`config.mk`:
```
export PLATFORM = sky130hd
export DESIGN_NAME = sdram_cmd_scheduler
export DESIGN_NICKNAME = d
export VERILOG_FILES = /design/src/rtl/sdram_cmd_scheduler.sv
export SDC_FILE = /design/constraint.sdc
export NUM_CORES = 1
export LEC_CHECK = 0
export ABC_CLOCK_PERIOD_IN_PS = 3200
export BUFFER_PORTS_ARGS = -buffer_cell sky130_fd_sc_hd__buf_2
export CORE_UTILIZATION = 48
export DETAILED_ROUTE_END_ITERATION = 8
export HOLD_SLACK_MARGIN = 0.05
export PLACE_DENSITY = 0.9
export RECOVER_POWER = 100
export SYNTH_ARGS = -nofsm -noshare
export SYNTH_HDL_FRONTEND = slang
export SYNTH_SLANG_ARGS = --single-unit
```
`constraint.sdc`:
```
create_clock -name clk -period 3.2 [get_ports clk]
set_input_delay 0.48 -clock clk [delete_from_list [all_inputs] [get_ports clk]]
set_output_delay 0.48 -clock clk [all_outputs]
set_load 0.02 [all_outputs]
```
`src/rtl/sdram_cmd_scheduler.sv`:
```
// Row-aware priority scheduler feeding the EasySDRAM command buffer.
// Define SDRAM_SCHED_AGING_EN to build per-port starvation counters.
module sdram_cmd_scheduler #(
  parameter int ADDR_W     = 25,
  parameter int DATA_W     = 16,
  parameter int COL_W      = 10,
  parameter int CMDB_DEPTH = 256,
  parameter int MAX_STALL  = 64
) (
  input  logic                     clk,
  input  logic                     rst_n,
  input  logic                     p0_empty,
  input  logic                     pV_empty,
  input  logic                     pC_empty,
  input  logic [ADDR_W+DATA_W:0]   p0_cmd,
  input  logic [ADDR_W+DATA_W:0]   pV_cmd,
  input  logic [ADDR_W+DATA_W:0]   pC_cmd,
  input  logic                     p0_urgent,
  input  logic                     pV_urgent,
  input  logic                     pC_urgent,
  output logic                     p0_pop,
  output logic                     pV_pop,
  output logic                     pC_pop,
  input  logic [7:0]               cmdb_usedw,
  input  logic                     row_closed,
  output logic                     cmd_send,
  output logic [ADDR_W+DATA_W:0]   cmd_data,
  output logic [1:0]               grant_id
);

  localparam int CMD_W   = 1 + ADDR_W + DATA_W;
  localparam int WR_BIT  = ADDR_W + DATA_W;
  localparam int ROW_W   = ADDR_W - COL_W;
  localparam int ROW_LSB = DATA_W + COL_W;
  localparam logic [7:0] BLK_LVL = 8'(CMDB_DEPTH - 2);
  localparam logic [CMD_W-1:0] WR_MASK = {1'b1, {WR_BIT{1'b0}}};

  typedef enum logic [1:0] {
    G_P0   = 2'd0,
    G_PV   = 2'd1,
    G_PC   = 2'd2,
    G_NONE = 2'd3
  } grant_e;

  logic [ROW_W-1:0] present_row;
  logic             row_valid;
  logic             last_was_write;

  logic             e0, ev, ec;
  logic             w0;
  logic             hit0, hitv, hitc;
  logic             u0, uv, uc;
  logic             blocked;
  grant_e           win;
  logic [CMD_W-1:0] win_cmd;

  assign e0 = !p0_empty;
  assign ev = !pV_empty;
  assign ec = !pC_empty;
  assign w0 = p0_cmd[WR_BIT];

  assign hit0 = row_valid &&
    p0_cmd[WR_BIT-1:ROW_LSB] == present_row;
  assign hitv = row_valid &&
    pV_cmd[WR_BIT-1:ROW_LSB] == present_row;
  assign hitc = row_valid &&
    pC_cmd[WR_BIT-1:ROW_LSB] == present_row;

  // Two-entry margin absorbs the command still in the output register.
  assign blocked = cmdb_usedw >= BLK_LVL;

`ifdef SDRAM_SCHED_AGING_EN
  localparam logic [7:0] STALL_LIM =
    (MAX_STALL > 255) ? 8'd255 : 8'(MAX_STALL);

  logic [7:0] stall0, stallv, stallc;

  function automatic logic [7:0] stall_nxt(
    input logic [7:0] cur,
    input logic       busy,
    input logic       won,
    input logic       blk
  );
    if (!busy || won) return 8'd0;
    if (blk || cur == 8'hff) return cur;
    return cur + 8'd1;
  endfunction

  always_ff @(posedge clk or negedge rst_n) begin
    if (!rst_n) begin
      stall0 <= 8'd0;
      stallv <= 8'd0;
      stallc <= 8'd0;
    end else begin
      stall0 <= stall_nxt(stall0, e0, win == G_P0, blocked);
      stallv <= stall_nxt(stallv, ev, win == G_PV, blocked);
      stallc <= stall_nxt(stallc, ec, win == G_PC, blocked);
    end
  end

  assign u0 = p0_urgent || stall0 >= STALL_LIM;
  assign uv = pV_urgent || stallv >= STALL_LIM;
  assign uc = pC_urgent || stallc >= STALL_LIM;
`else
  assign u0 = p0_urgent;
  assign uv = pV_urgent;
  assign uc = pC_urgent;
`endif

  always_comb begin
    win = G_NONE;
    if (!blocked) begin
      priority case (1'b1)
        e0 && u0:                          win = G_P0;
        ev && uv:                          win = G_PV;
        ec && uc:                          win = G_PC;
        last_was_write && e0 && w0 && hit0: win = G_P0;
        last_was_write && ec && hitc:       win = G_PC;
        ev && hitv:                        win = G_PV;
        e0 && !w0 && hit0:                 win = G_P0;
        e0 && w0:                          win = G_P0;
        ec:                                win = G_PC;
        ev:                                win = G_PV;
        e0:                                win = G_P0;
        default:                           win = G_NONE;
      endcase
    end
  end

  // VGA traffic is always a read, camera traffic always a write.
  always_comb begin
    win_cmd = '0;
    unique case (win)
      G_P0:    win_cmd = p0_cmd;
      G_PV:    win_cmd = pV_cmd & ~WR_MASK;
      G_PC:    win_cmd = pC_cmd | WR_MASK;
      default: win_cmd = '0;
    endcase
  end

  assign p0_pop = rst_n && win == G_P0;
  assign pV_pop = rst_n && win == G_PV;
  assign pC_pop = rst_n && win == G_PC;

  always_ff @(posedge clk or negedge rst_n) begin
    if (!rst_n) begin
      cmd_send       <= 1'b0;
      cmd_data       <= '0;
      grant_id       <= G_NONE;
      present_row    <= '0;
      row_valid      <= 1'b0;
      last_was_write <= 1'b1;
    end else if (win != G_NONE) begin
      cmd_send       <= 1'b1;
      cmd_data       <= win_cmd;
      grant_id       <= win;
      present_row    <= win_cmd[WR_BIT-1:ROW_LSB];
      row_valid      <= 1'b1;
      last_was_write <= win_cmd[WR_BIT];
    end else begin
      cmd_send <= 1'b0;
      grant_id <= G_NONE;
      if (row_closed) row_valid <= 1'b0;
    end
  end

endmodule
```
==> results.json <==
{
  "synth_top_cell_by_area": "dfrtp_1",
  "arrival_ns": 2.58,
  "finalCriticalPeriod_ns": 3.06,
  "die_area_sq_um": 9140,
  "whs_ns": 0.156,
  "critical_path_class": "flip-flop to output port",
  "die_x_um": 95.6,
  "start_kind": "flip-flop",
  "setup_viol": 0,
  "num_vias": 4361,
  "mostFrequentLayoutCells": "143 x buf_2, 87 x nand2_1, 45 x inv_1, 45 x clkbuf_1, 44 x dfrtp_1",
  "cp_max_fo": 9,
  "endpoint_kind": "output port",
  "synth-seq-cells": 47,
  "cp_num_buf_inv": 1,
  "drt_iter0_drc": 200,
  "areaGrowthSynthToFinish_pct": 26.9,
  "cts-buffers-inserted": 5,
  "post_drt_wl_per_cell_um": 16.5,
  "synth_area_leaders": "dfrtp_1 26%, o32ai_2 15%, o22a_1 8.3%",
  "die_h_um": 95.6,
  "num_rows": 33,
  "grtUsageTotal_pct": 27.5,
  "antenna_found_initial": 0,
  "crit_family": "simple AND/OR/NAND/NOR gates",
  "relSlewSlack_pct": -6.98,
  "dp_hpwl_mm": 9.24,
  "finalHoldViolations": 0,
  "pwr_density_cell_nw_per_um2": 418,
  "synthCells": 485,
  "pwr-share-clk_pct": 19.9,
  "critPathSlowestCell": "dfrtp_1",
  "routed_wl_mm": 12.5,
  "yosysWarnings": 0,
  "grt_pass1_wl_mm": 19.5,
  "fin_crit_sh_pct": 95.7,
  "layout-drive-gt1-share_pct": 34.8,
  "tightestPinTransition_ns": 1.60,
  "drcViolationCount": 0,
  "cts_max_level": 2,
  "synthArstFlopShare_pct": 100,
  "slew_viol_final": 26,
  "n_antenna_cell": 0,
  "p_leak_uw": 0.00261,
  "crit_chain": "xnor2_1 > nand4_1 > nor4_4 > a21oi_1 > a31oi_4 > nand2_1 > a21oi_1 > buf_2",
  "intPower_uw": 1340,
  "synth_ff_type": "dfrtp_1",
  "synth-edff-count": 0,
  "tns_ns": 0,
  "cts_sinks": 47,
  "max_cap_violations": 1,
  "clock_skew_ns": 0.00703,
  "ant_nets": 0,
  "vias_per_cell": 5.76,
  "synth_cell_types": 40,
  "syn-num-nets": 628,
  "cts-root-buf": "clkbuf_8",
  "syn_area_per_cell_sq_um": 8.67,
  "pwr-share-comb_pct": 44.6,
  "ys_seq_area_share_pct": 28.0,
  "synth_top_area_share_pct": 26.2,
  "cp_common_cell": "a21oi_1",
  "p_seq_share_pct": 35.5,
  "grt_max_degree": 99,
  "cpPeakStageDelay_ns": 0.46,
  "start_util_pct": 50.4,
  "first_pass_iters": 5,
  "ctsHoldBuffers": 0,
  "cp.required_ns": 2.72,
  "ioPinCount": 191,
  "gp_routability_congestion": 0.868,
  "mappedNetlistArea_sq_um": 4210,
  "violations": "max-capacitance violations, max-slew violations",
  "hold_path.class": "primary input to asynchronous set/reset pin",
  "grt-ovfl-total": 0,
  "grt_pass1_vias": 4236,
  "final_common_cell": "buf_2",
  "p_sw_share_pct": 39.9,
  "status": "finished with violations",
  "p_sw_uw": 891,
  "cts_buffer_depth": 2,
  "ir_worst_vdd_v": 0.000201,
  "cts_tree": "built",
  "fmax_mhz": 326,
  "clk_pin_slew_ns": 0.09,
  "nNetsFinal": 795,
  "cts_setup_buffers": 0,
  "insertion_delay_ns": 0.30,
  "port-buffer-count": 187,
  "coreArea_sq_um": 8340
}
## what timing repair did
item | CTS | global route
endpoints found under the setup margin | 0 | 3
hold endpoints to repair | 0 | 0
gates resized for setup | 0 | 9
## final timing paths
| check | depth (start not counted) | start | slack (ns) | to |
|---|---|---|---|---|
| max in group asynchronous | 2 | rst_n | 1.17 | cmd_data[3] |
| setup reg to reg | 8 | cmd_data[40] | 0.31 | cmd_data[29] |
| hold / removal | 1 | rst_n | 0.16 | cmd_data[0] |
| hold reg to reg | 1 | cmd_data[41] | 0.49 | cmd_data[41] |
| min in group clk | 2 | row_closed | 0.35 | row_valid |
| setup / recovery | 8 | cmd_data[40] | 0.14 | pC_pop |
## worst register-to-register path: cells and delay by family (launching register included)
family	cells	cell delay (ns)
DFF	1	0.46
xor gates and xnor gates	1	0.24
buffers and inverters	1	0.54
and+or+nand+nor	2	0.63
AOI/OAI and AO/OA	4	0.91
## flip-flops by register name, summed over array words and instances (netlist names)
| signal | flops |
|---|---|
| cmd_data | 42 |
| grant_id | 2 |
| row_valid | 1 |
| cmd_send | 1 |
| last_was_write | 1 |
## power by group through the flow
| stage | sequential, uW | clock, uW | combinational [uW] |
|---|---|---|---|
| after floorplan | 906 | 0 | 549 |
| after global placement | 790 | 0 | 974 |
| after detailed placement | 797 | 0 | 1010 |
| after CTS | 785 | 459 | 1010 |
| after global routing | 807 | 478 | 1090 |
| final | 793 | 444 | 997 |
## metal layers
metal  global-route usage (%)  routed length [um]  vias to the layer above
li1                         -                   -                     2063
met1                     31.4                4890                     2079
met2                     49.8                6480                      189
met3                     4.94                 831                       30
met4                     11.8                 318                        0
met5                        0                   0                        -
## synthesized netlist by cell type (2+ instances only)
| master | n |
|---|---|
| nand2b_1 | 5 |
| dfrtp_1 | 44 |
| xnor2_1 | 25 |
| buf_2 | 4 |
| xor2_1 | 20 |
| a21oi_1 | 5 |
| o32ai_2 | 40 |
| buf_6 | 5 |
| nor4_1 | 6 |
| o22a_1 | 40 |
| a21o_1 | 2 |
| inv_1 | 45 |
| nand4_1 | 12 |
| nor2_1 | 4 |
| clkbuf_1 | 28 |
| nand2_1 | 88 |
| a21boi_0 | 40 |
| o32ai_1 | 2 |
| buf_4 | 7 |
| dfstp_2 | 3 |
| o21ai_0 | 41 |
## logic make-up after synthesis
| kind of cell | Yosys count | share of synthesized area [%] |
|---|---|---|
| compound gates | 180 | 39.6 |
| xor+xnor | 45 | 9.37 |
| buf+inv | 90 | 9.67 |
| flops | 47 | 28.0 |
| mux | 1 | 0.268 |
| simple gates | 122 | 13.0 |
## layout make-up
type                    instances  area (sq um)
clock buffers                   5          68.8
clock inverters                 2          37.5
fillers                       720          3000
inverters                      46           173
multi-input cells             348          2700
flip-flops and latches         47          1180
well taps                     105           131
repair buffers                204          1050
## per-stage QoR
step / utilization (%) / cell area [sq um] / std cells / worst slack [ns] / total power [uW]
final: 64.0 / 5340 / 757 / 0.136 / 2230
after global routing: 64.0 / 5340 / 757 / -0.0250 / 2370
after CTS: 64.0 / 5340 / 757 / 0.0599 / 2250
after detailed placement: 62.7 / 5230 / 750 / 0.291 / 1800
after global placement: 62.7 / 5230 / 750 / 0.297 / 1760
after floorplan: - / 4210 / 485 / 0.326 / 1450
(Power assumes the default switching activity.)
